===== config.mk =====
export PLATFORM = sky130hd
export DESIGN_NAME = divider_unit
export DESIGN_NICKNAME = d
export VERILOG_FILES = /design/src/rtl/divider_unit.sv
export SDC_FILE = /design/constraint.sdc
export NUM_CORES = 1
export LEC_CHECK = 0
export CORE_ASPECT_RATIO = 1.4
export CORE_MARGIN = 2
export CORE_UTILIZATION = 48
export DETAILED_ROUTE_END_ITERATION = 10
export MAX_ROUTING_LAYER = met4
export PLACE_DENSITY = 0.68
export SLEW_MARGIN = 20
export SYNTH_ARGS = -nofsm -noshare
export SYNTH_HDL_FRONTEND = slang
export SYNTH_SLANG_ARGS = --single-unit

===== constraint.sdc =====
create_clock -name clk -period 5.81 [get_ports clk]
set_input_delay 0.8715 -clock clk [delete_from_list [all_inputs] [get_ports clk]]
set_output_delay 0.8715 -clock clk [all_outputs]
set_load 0.02 [all_outputs]

===== src/rtl/divider_unit.sv =====
// Purpose : iterative 32-bit integer divider (DIV, DIVU, REM, REMU) using restoring radix-2.
// Latency : ready in cycle 33 after accept; divide-by-zero and signed overflow in cycle 1.
// Backpr. : no queueing; valid is accepted only while idle, and requests seen while busy are dropped.
//
// Ports:
//   clk      - rising-edge clock
//   resetn   - synchronous active-low reset
//   valid    - request strobe, accepted only when busy=0
//   op       - 00 DIV, 01 DIVU, 10 REM, 11 REMU (sampled at accept)
//   dividend - rs1 operand (sampled at accept)
//   divisor  - rs2 operand (sampled at accept)
//   busy     - high while an operation is in flight (CALC or DONE)
//   ready    - one-cycle completion pulse, result valid in the same cycle
//   result   - registered quotient or remainder, held until the next completion
module divider_unit (
  input  logic        clk,
  input  logic        resetn,
  input  logic        valid,
  input  logic [1:0]  op,
  input  logic [31:0] dividend,
  input  logic [31:0] divisor,
  output logic        busy,
  output logic        ready,
  output logic [31:0] result
);

  typedef enum logic [1:0] {IDLE, CALC, DONE} state_t;

  state_t      state;
  logic [5:0]  cnt;
  logic [31:0] rem;       // remainder carried between iterations
  logic [31:0] quo;       // shifts out dividend bits, shifts in quotient bits
  logic [31:0] dvs;       // magnitude of the divisor
  logic        want_rem;
  logic        neg_res;

  // Operand preparation at accept time
  logic        is_signed;
  logic [31:0] a_mag;
  logic [31:0] b_mag;
  logic        div_zero;
  logic        sgn_ovf;

  assign is_signed = ~op[0];
  assign a_mag     = (is_signed && dividend[31]) ? (~dividend + 32'd1) : dividend;
  assign b_mag     = (is_signed && divisor[31])  ? (~divisor + 32'd1)  : divisor;
  assign div_zero  = (divisor == 32'd0);
  assign sgn_ovf   = is_signed && (dividend == 32'h8000_0000) && (divisor == 32'hFFFF_FFFF);

  // One restoring step. The 33-bit partial remainder makes the borrow of the
  // trial subtraction visible in bit 32: set means the divisor did not fit.
  logic [32:0] prem;
  logic [32:0] diff;
  logic        fits;
  logic [31:0] rem_nxt;
  logic [31:0] quo_nxt;
  logic [31:0] raw_res;
  logic [31:0] fixed_res;

  always_comb begin
    prem      = {rem, quo[31]};
    diff      = prem - {1'b0, dvs};
    fits      = ~diff[32];
    rem_nxt   = fits ? diff[31:0] : prem[31:0];
    quo_nxt   = {quo[30:0], fits};
    raw_res   = want_rem ? rem_nxt : quo_nxt;
    fixed_res = neg_res ? (~raw_res + 32'd1) : raw_res;
  end

  assign busy = (state != IDLE);

  always_ff @(posedge clk) begin
    if (!resetn) begin
      state    <= IDLE;
      cnt      <= 6'd0;
      rem      <= 32'd0;
      quo      <= 32'd0;
      dvs      <= 32'd0;
      want_rem <= 1'b0;
      neg_res  <= 1'b0;
      ready    <= 1'b0;
      result   <= 32'd0;
    end else begin
      case (state)
        IDLE: begin
          ready <= 1'b0;
          if (valid) begin
            cnt      <= 6'd0;
            rem      <= 32'd0;
            quo      <= a_mag;
            dvs      <= b_mag;
            want_rem <= op[1];
            // Quotient sign follows the operand sign mismatch, remainder follows the dividend.
            neg_res  <= is_signed && (op[1] ? dividend[31] : (dividend[31] ^ divisor[31]));
            if (div_zero) begin
              result <= op[1] ? dividend : 32'hFFFF_FFFF;
              ready  <= 1'b1;
              state  <= DONE;
            end else if (sgn_ovf) begin
              result <= op[1] ? 32'd0 : 32'h8000_0000;
              ready  <= 1'b1;
              state  <= DONE;
            end else begin
              state <= CALC;
            end
          end
        end
        CALC: begin
          rem <= rem_nxt;
          quo <= quo_nxt;
          cnt <= cnt + 6'd1;
          if (cnt == 6'd31) begin
            result <= fixed_res;
            ready  <= 1'b1;
            state  <= DONE;
          end
        end
        DONE: begin
          ready <= 1'b0;
          state <= IDLE;
        end
        default: begin
          ready <= 1'b0;
          state <= IDLE;
        end
      endcase
    end
  end

endmodule


Word-level counts from Yosys, hierarchy flattened --
Cells that the tools add are included.
Word-level totals: logic and storage cells 69, bits of input ports 69, register bits 139, output and inout bits 34
Operators by class: bitwise gates (word level) 6, add/sub/neg operators 5, mux-type cells 29, equality and inequality tests 7, reductions and logical operators 13
Operators by type and width (number):
- two-way mux 32 bit | 13
- one-hot mux 32 bit (2 select lines) | 3
- adder 32 x 1 -> 32 bit (second input constant) | 3
- NOT 32 bit | 3
- == test 32 bit (second input constant) | 2
- subtractor 33 x 32 -> 33 bit | 1
- zero test 32 bit | 1
- one-hot mux 6 bit (2 select lines) | 1
- two-way mux 2 bit | 4
- adder 6 x 1 -> 6 bit (second input constant) | 1
- == test 6 x 5 -> 1 bit (second input constant) | 1
- two-way mux 6 bit | 1
- AND reduction 2 bit | 3
- logical AND 1 bit | 5
- two-way mux 1 bit | 5
- != test 2 bit (second input constant) | 2
- one-hot mux 2 bit (2 select lines) | 1
- AND reduction 4 bit | 1
- nonzero test 2 bit | 2
- != test 3 bit (second input constant) | 1
- == test 2 x 1 -> 1 bit (second input constant) | 1
- zero test 2 bit | 1
- NOT 1 bit | 2
- one-hot mux 1 bit (2 select lines) | 1
- bitwise XOR 1 bit | 1

Depth between registers and ports, before layout --
Gate-level depths: netlist of run 1.
word-level depth 8, depth in mapped cells 24, depth with buffers taken out 21

Worst setup path before layout of run 1 --
Ideal clock, no wire load.
kind register to register, from register quo[31], to register result[26], slack 1.183 ns, data required time 5.736 ns, stages on the path, launching flop included 24, arrival 4.553 ns, path buffers 3, setup time 0.074 ns, clock period less this slack 4.627 ns, cells stage by stage dfxtp_1 -> inv_1 -> ha_1 -> inv_1 -> fa_1 -> a211oi_1 -> o211ai_2 -> nand3_4 -> a211oi_2 -> or3_1 -> buf_2 -> nand2_2 -> clkbuf_1 -> clkbuf_1 -> a21oi_1 -> a31oi_1 -> ha_1 -> o2111ai_1 -> a21oi_1 -> nand4b_4 -> o41ai_1 -> xor2_1 -> nand2_1 -> a31oi_1
Between the ends: longest elaborated chain between the ends 8, elaborated cells between the ends (all ways) 9, classes of those cells add/sub: 2; mux: 5; bitwise: 2
Ends and longest elaborated chain:
- start: declaration | RTL line 32 | logic [31:0] quo;
- start signal: assignment | RTL line 90 | quo <= a_mag;
- start signal: assignment | RTL line 110 | quo <= quo_nxt;
- subtractor 33 x 32 -> 33 bit | RTL line 62 | diff = prem - {1'b0, dvs};
- two-way mux 32 bit / NOT 1 bit (equally long branches) | RTL line 64, 63
- two-way mux 32 bit (*) | RTL line 66 | raw_res = want_rem ? rem_nxt : quo_nxt;
- NOT 32 bit | RTL line 67 | fixed_res = neg_res ? (~raw_res + 32'd1) : raw_res;
- adder 32 x 1 -> 32 bit | RTL line 67
- two-way mux 32 bit (*) | RTL line 67
- two-way mux 32 bit (*) | RTL line 112 | if (cnt == 6'd31) begin
- one-hot mux 32 bit (2 select lines) (*) | RTL line 84 | case (state)
- end signal: assignment | RTL line 96 | result <= op[1] ? dividend : 32'hFFFF_FFFF;
- end signal: assignment | RTL line 100 | result <= op[1] ? 32'd0 : 32'h8000_0000;
- end signal: assignment | RTL line 113 | result <= fixed_res;
- end: declaration | RTL line 24 | output logic [31:0] result
Mark *: on every way between the ends. The rest lies on a longest branch, timed or not. The select of a mux whose other input is x is not followed. A chain may end at the register's enable or synchronous reset.

Worst setup path after layout of run 1 --
Ends and elaborated chain as after synthesis.

==> impl_metrics.ini, run 1 <==
[synthesis]
synth_edf_count = 0
synth_cells = 1483
netlist_area_um2 = 11000
ys_top_cells_by_area = dfxtp_1 25%, o21ai_0 6.4%, nand2_1 5.1%, a21oi_1 5.0%, nor2_1 4.6%
ys_top_cells_by_count = 150 x nand2_1, 141 x o21ai_0, 139 x dfxtp_1
seq_area_frac_synth_pct = 25.3
synth_cell_types = 90
synthesis.nets = 1590
avgSynthCellArea_um2 = 7.42
synth_ff_type = dfxtp_1
ys_ff_latch = 139
yosysTopAreaCell = dfxtp_1
async_flop_share_pct = 0
yosys_warnings = 0
yosysTopAreaCellShare_pct = 25.3
synthMostInstantiatedCell = nand2_1

[run_status]
status = finished clean

[worst_setup_path]
r2r_slack_ns = 0.49
crit_slowest_cell = a211oi_2
critPathCaptureType = register
slowest_delay_ns = 0.75
crit_fanout = 12
path_cells = inv_1 -> ha_1 -> inv_1 -> fa_1 -> a211oi_1 -> o211ai_2 -> nand3_4 -> a211oi_2 -> or3_1 -> nand2_2 -> a31oi_1 -> ha_1 -> o2111ai_1 -> a21oi_1 -> nand4b_4 -> o41ai_1 -> xor2_1 -> nand2_1 -> a31oi_1
cp-start-kind = register
crit_buf_inv = 2
critPathArrivalTime_ns = 5.69
critPathKind = register to register
cp_top_family = compound AO/OA/AOI/OAI gates
crit_required_ns = 6.18

[timing]
setup-tns-final_ns = 0
relSlewSlack_pct = 28.9
fin_crit_sh_pct = 91.6
hold_violations = 0
hold_ws_ns = 0.488
skew_ns = 0.0181
worst_slew_pin_slew_ns = 1.06
final.min_clock_period_ns = 5.32
rsz0062_at_grt = no
setup_ws_ns = 0.486
report.final.slew_viol_count = 0
timing.fmax_mhz = 188
finalSetupViolCount = 0

[worst_hold_path]
hold_class = register to register

[drt]
viasPerCell = 6.21
routed_wl_um = 37800
drtIter0Drc = 1070
ant_nets = 0
drcViolationCount = 0
routedWlPerCell_um = 20.5
vias = 11443
drt-pass1-iter-count = 6

[power_and_ir_drop]
cellPowerDensity_nw_per_um2 = 295
leakagePower_nw = 4.70
power_mw = 3.78
ir_drop_v = 0.000241

[die]
die_area_um2 = 24200
io_pins = 103
start_util_pct = 48.9
fp.dieW_um = 132
die_h_um = 183
core_um2 = 22500
rows = 65

[layout]
fin_util_pct = 56.9
fillCellCount = 2183
drive_gt1_share_pct = 5.84
areaGrowthSynthToFinish_pct = 16.4
fin_nets = 1635

[placement]
pre_cts_ws_ns = 0.503
gp_congestion = 0.986
place_hpwl_um = 28600
io_buffers = 102

[clocking]
cts_num_sinks = 139
clk_latency_ns = 0.45
clockBufferDepth = 2
ctsResizeCount = 0
h-tree-depth = 4
post_cts_buffers = 0
hold_buffers = 0
clk_pin_slew_ns = 0.07
cts_made_buffers = 17
cts_tree = yes
cts-root-buf = clkbuf_16

[global_route]
grt_antenna_before_repair = 1
overflow = 0
grt_pass1_vias = 10781
grt.total_usage_pct = 32.0
grt_pass1_wl_um = 59600
grt_max_degree = 95

[run]
max_cap_violations = 0
## kinds of logic (layout without fill, tap and decap cells)
group | Yosys count | after routing | share of synthesized area (%)
other | 0 | 1 | 0
xor gates and xnor gates | 104 | 104 | 8.28
buffers and inverters | 150 | 208 | 5.34
and+or+nand+nor | 514 | 514 | 23.1
AOI/OAI and AO/OA | 508 | 508 | 30.7
muxes | 30 | 30 | 2.89
adders and majority gates | 38 | 38 | 4.39
DFF | 139 | 139 | 25.3
## area by class of cell
cell class / instances / area, um2 / share of cell area [%]
Antenna cell: 1 / 2.50 / 0.0195
Clock buffer: 18 / 429 / 3.35
Clock inverter: 14 / 193 / 1.50
Inverter: 58 / 218 / 1.70
Multi-Input combinational cell: 1194 / 7670 / 59.9
Sequential cell: 139 / 2780 / 21.7
Tap cell: 301 / 377 / 2.94
Timing Repair Buffer: 118 / 1140 / 8.87
## power by group
part | internal [mW] | switching [mW] | leakage (nW) | total (mW)
Sequential | 1.03 | 0.0821 | 1.14 | 1.12
Clock | 0.720 | 0.456 | 0.297 | 1.18
Combinational | 0.548 | 0.938 | 3.26 | 1.49
Total | 2.30 | 1.48 | 4.70 | 3.78
## sequential cells by signal, indices dropped and copies added, names as in the netlist
name	flops
neg_res	1
state	2
cnt	6
ready	1
result	32
quo	32
rem	32
dvs	32
want_rem	1
## worst reg2reg max path: stages (launching register included)
cell and delay, ns:
dfxtp_1 0.48, inv_1 0.08, ha_1 0.22, inv_1 0.07, fa_1 0.23, a211oi_1 0.13
o211ai_2 0.23, nand3_4 0.17, a211oi_2 0.75, or3_1 0.42, nand2_2 0.24, a31oi_1 0.33
ha_1 0.25, o2111ai_1 0.23, a21oi_1 0.40, nand4b_4 0.17, o41ai_1 0.38, xor2_1 0.19
nand2_1 0.07, a31oi_1 0.20
## layer usage
metal,up-vias,GRT usage [%],wire (um)
li1,5499,-,-
met1,5404,38.4,15700
met2,459,53.3,18200
met3,81,4.26,2240
met4,0,15.0,1660
met5,-,-,0
## placed cells by master (no fill, tap or decap), types with 7 or more instances in the layout
cell type / netlist / final
o21a_1: 10 / 10
o2111ai_1: 7 / 7
dfxtp_1: 139 / 138
xor2_1: 51 / 51
o211ai_1: 18 / 18
a21boi_0: 10 / 10
nor2b_1: 37 / 36
nor4_1: 10 / 8
nor3_1: 34 / 34
or4_1: 7 / 7
nand2b_1: 13 / 12
a211oi_1: 32 / 31
nand4_1: 17 / 17
inv_1: 57 / 57
o31ai_1: 12 / 12
o211a_1: 13 / 13
o21ai_1: 9 / 9
a21oi_1: 109 / 109
and2_1: 35 / 35
nand2_1: 150 / 150
clkdlybuf4s50_1: 0 / 101
o41ai_1: 7 / 7
a31oi_1: 34 / 34
nand3_1: 19 / 19
or3_1: 22 / 22
clkbuf_16: 0 / 17
mux2i_1: 22 / 22
ha_1: 37 / 37
o21ai_0: 141 / 141
and3_1: 9 / 9
nor2_1: 134 / 134
buf_4: 1 / 16
xnor2_1: 53 / 53
a222oi_1: 21 / 21
a22oi_1: 16 / 16
a21o_1: 11 / 11
## metrics by stage
stage,cell area (um2),instances
after floorplan,11000,1483
after global placement,12200,1810
after detailed placement,12200,1810
after CTS,12800,1842
after global routing,12800,1843
final,12800,1843
## worst paths after layout
check,startpoint,end,depth (start not counted)
worst min-delay path,dvs[0]$_SDFFE_PN0P_,dvs[0]$_SDFFE_PN0P_,2
worst min register to register,dvs[0]$_SDFFE_PN0P_,dvs[0]$_SDFFE_PN0P_,2
worst max-delay path,quo[31]$_SDFFE_PN0P_,result[26]$_SDFFE_PN0P_,19
worst max register to register,quo[31]$_SDFFE_PN0P_,result[26]$_SDFFE_PN0P_,19
Power figures use the tool's default switching activity.
==> inputs of run 2 (changes only) <==
--- a/config.mk
+++ b/config.mk
@@ -15,3 +15,4 @@
 export SYNTH_ARGS = -nofsm -noshare
 export SYNTH_HDL_FRONTEND = slang
 export SYNTH_SLANG_ARGS = --single-unit
+export TNS_END_PERCENT = 50
==> results of run 2 <==
No change in the layout: final DEF, timing and power equal those of run 1.
==> inputs of run 3 (changes only) <==
--- a/config.mk
+++ b/config.mk
@@ -9,7 +9,6 @@
 export CORE_MARGIN = 2
 export CORE_UTILIZATION = 48
 export DETAILED_ROUTE_END_ITERATION = 10
-export MAX_ROUTING_LAYER = met4
 export PLACE_DENSITY = 0.68
 export SLEW_MARGIN = 20
 export SYNTH_ARGS = -nofsm -noshare
==> run 3 against run 2 <==
Final area hardly changed. Fmax is 1.4% higher. Sequential cell count stayed put. Critical path type unchanged.
==> impl_metrics.ini, run 3 (synthesis results as in run 1) <==
[placement]
place_area_um2 = 12200
dp.cells = 1810
gp_congestion = 0.982
place_hpwl_um = 28200
io_buffers = 102

[clocking]
cts-root-buf = clkbuf_16
h-tree-depth = 4
cts_made_buffers = 17
ctsResizeCount = 0
clk_latency_ns = 0.43
cts_tree = yes
clk_pin_slew_ns = 0.06
cts_num_sinks = 139
hold_buffers = 0
clockBufferDepth = 2
post_cts_buffers = 0

[power_and_ir_drop]
cellPowerDensity_nw_per_um2 = 293
ir_drop_v = 0.000231
clockPowerShare_pct = 30.8
leakagePower_nw = 4.71
switching_share_pct = 38.8
power_frac_seq_pct = 29.8
intPower_mw = 2.30
combPwrFrac_pct = 39.4
netSwitchingPower_mw = 1.46

[global_route]
grt.total_usage_pct = 30.8
grt_pass1_vias = 10835
grt_max_degree = 95
overflow = 0
grt_pass1_wl_um = 59100
grt_antenna_before_repair = 0

[worst_setup_path]
critPathKind = register to register
critPathCaptureType = register
critPathArrivalTime_ns = 5.61
cp-start-kind = register
crit_fanout = 13
crit_required_ns = 6.16

[timing]
skew_ns = 0.00915
hold_ws_ns = 0.464
timing.fmax_mhz = 190
worst_slew_pin_slew_ns = 1.12
final.min_clock_period_ns = 5.25
report.final.slew_viol_count = 0
rsz0062_at_grt = no
finalSetupViolCount = 0
fin_crit_sh_pct = 90.4
setup-tns-final_ns = 0
relSlewSlack_pct = 25.1
hold_violations = 0

[drt]
ant_nets = 0
met1_length_um = 15300
drcViolationCount = 0
viasPerCell = 6.18
wl_met3_um = 2320
vias = 11386
topRoutingLayerUsed = met4
drt-pass1-iter-count = 6
routedWlPerCell_um = 20.3
wl_met2_um = 18100
drtIter0Drc = 1042
routed_wl_um = 37400

[layout]
drive_gt1_share_pct = 5.91
final_cell_area_um2 = 12800
fin_nets = 1635
antenna_cells = 0
final_common_cell = nand2_1
final_cell_mix = 150 x nand2_1, 141 x o21ai_0, 138 x dfxtp_1
fin_cells = 1842
areaGrowthSynthToFinish_pct = 16.4

[worst_hold_path]
hold_class = register to register

[die]
fp.dieW_um = 132
die_area_um2 = 24200
rows = 65
core_um2 = 22500
start_util_pct = 48.9
io_pins = 103
die_h_um = 183

[run_status]
status = finished clean

[run]
max_cap_violations = 0
==> run 3: cell types whose count changed in the layout (fill, tap and decap cells not counted) <==
cell,previous run,this run
clkbuf_1,1,0
clkinv_2,3,2
bufinv_16,4,2
inv_6,3,2
clkbuf_8,0,7
clkinvlp_4,3,1
diode_2,1,0
==> run 3: critical path, cell delays in order (launching register included) <==
cell       delay (ns)
dfxtp_1          0.43
inv_1            0.07
ha_1             0.21
inv_1            0.07
fa_1             0.23
a211oi_1         0.13
o211ai_2         0.23
nand3_4          0.17
a211oi_2         0.75
or3_1            0.41
nand2_2          0.24
a31oi_1          0.32
ha_1             0.24
o2111ai_1        0.24
a21oi_1          0.42
nand4b_4         0.18
o41ai_1          0.34
xor2_1           0.19
nand2_1          0.08
a31oi_1          0.22
==> run 3: stage by stage <==
step	utilization, %	setup slack [ns]	total power, mW
global placement	54.1	0.528	2.58
finish	56.9	0.558	3.75
global route	56.9	0.254	3.93
floorplan	-	1.18	2.13
detailed placement	54.1	0.561	2.58
CTS	56.9	0.684	3.74
==> run 3: final timing paths <==
check	startpoint	end	slack (ns)	cells past startpoint
setup reg to reg	quo[31]$_SDFFE_PN0P_	result[26]$_SDFFE_PN0P_	0.56	19
setup / recovery	quo[31]$_SDFFE_PN0P_	result[26]$_SDFFE_PN0P_	0.56	19
hold / removal	dvs[15]$_SDFFE_PN0P_	dvs[15]$_SDFFE_PN0P_	0.46	2
hold reg to reg	dvs[15]$_SDFFE_PN0P_	dvs[15]$_SDFFE_PN0P_	0.46	2
==> run 3: cell type report <==
cell class                 instances  area [um2]
tap                              301         377
inverter                          58         218
clock inverter                     8         104
multi-input combinational       1194        7670
fill                            2131        9720
clock buffer                      24         522
timing repair buffer             118        1140
sequential                       139        2780
==> run 3: power by group through the flow <==
| stage | combinational [mW] | clock [mW] | sequential [mW] |
|---|---|---|---|
| floorplan | 1.01 | 0 | 1.13 |
| global placement | 1.45 | 0 | 1.13 |
| detailed placement | 1.44 | 0 | 1.13 |
| CTS | 1.46 | 1.16 | 1.11 |
| global route | 1.60 | 1.21 | 1.13 |
| finish | 1.48 | 1.16 | 1.12 |
==> run 3: metal layers <==
metal  GRT usage [%]  vias to the layer above
met3            3.81                       84
li1                -                     5502
met2            53.1                      463
met1            38.0                     5337
met4            14.8                        0
met5               0                        -
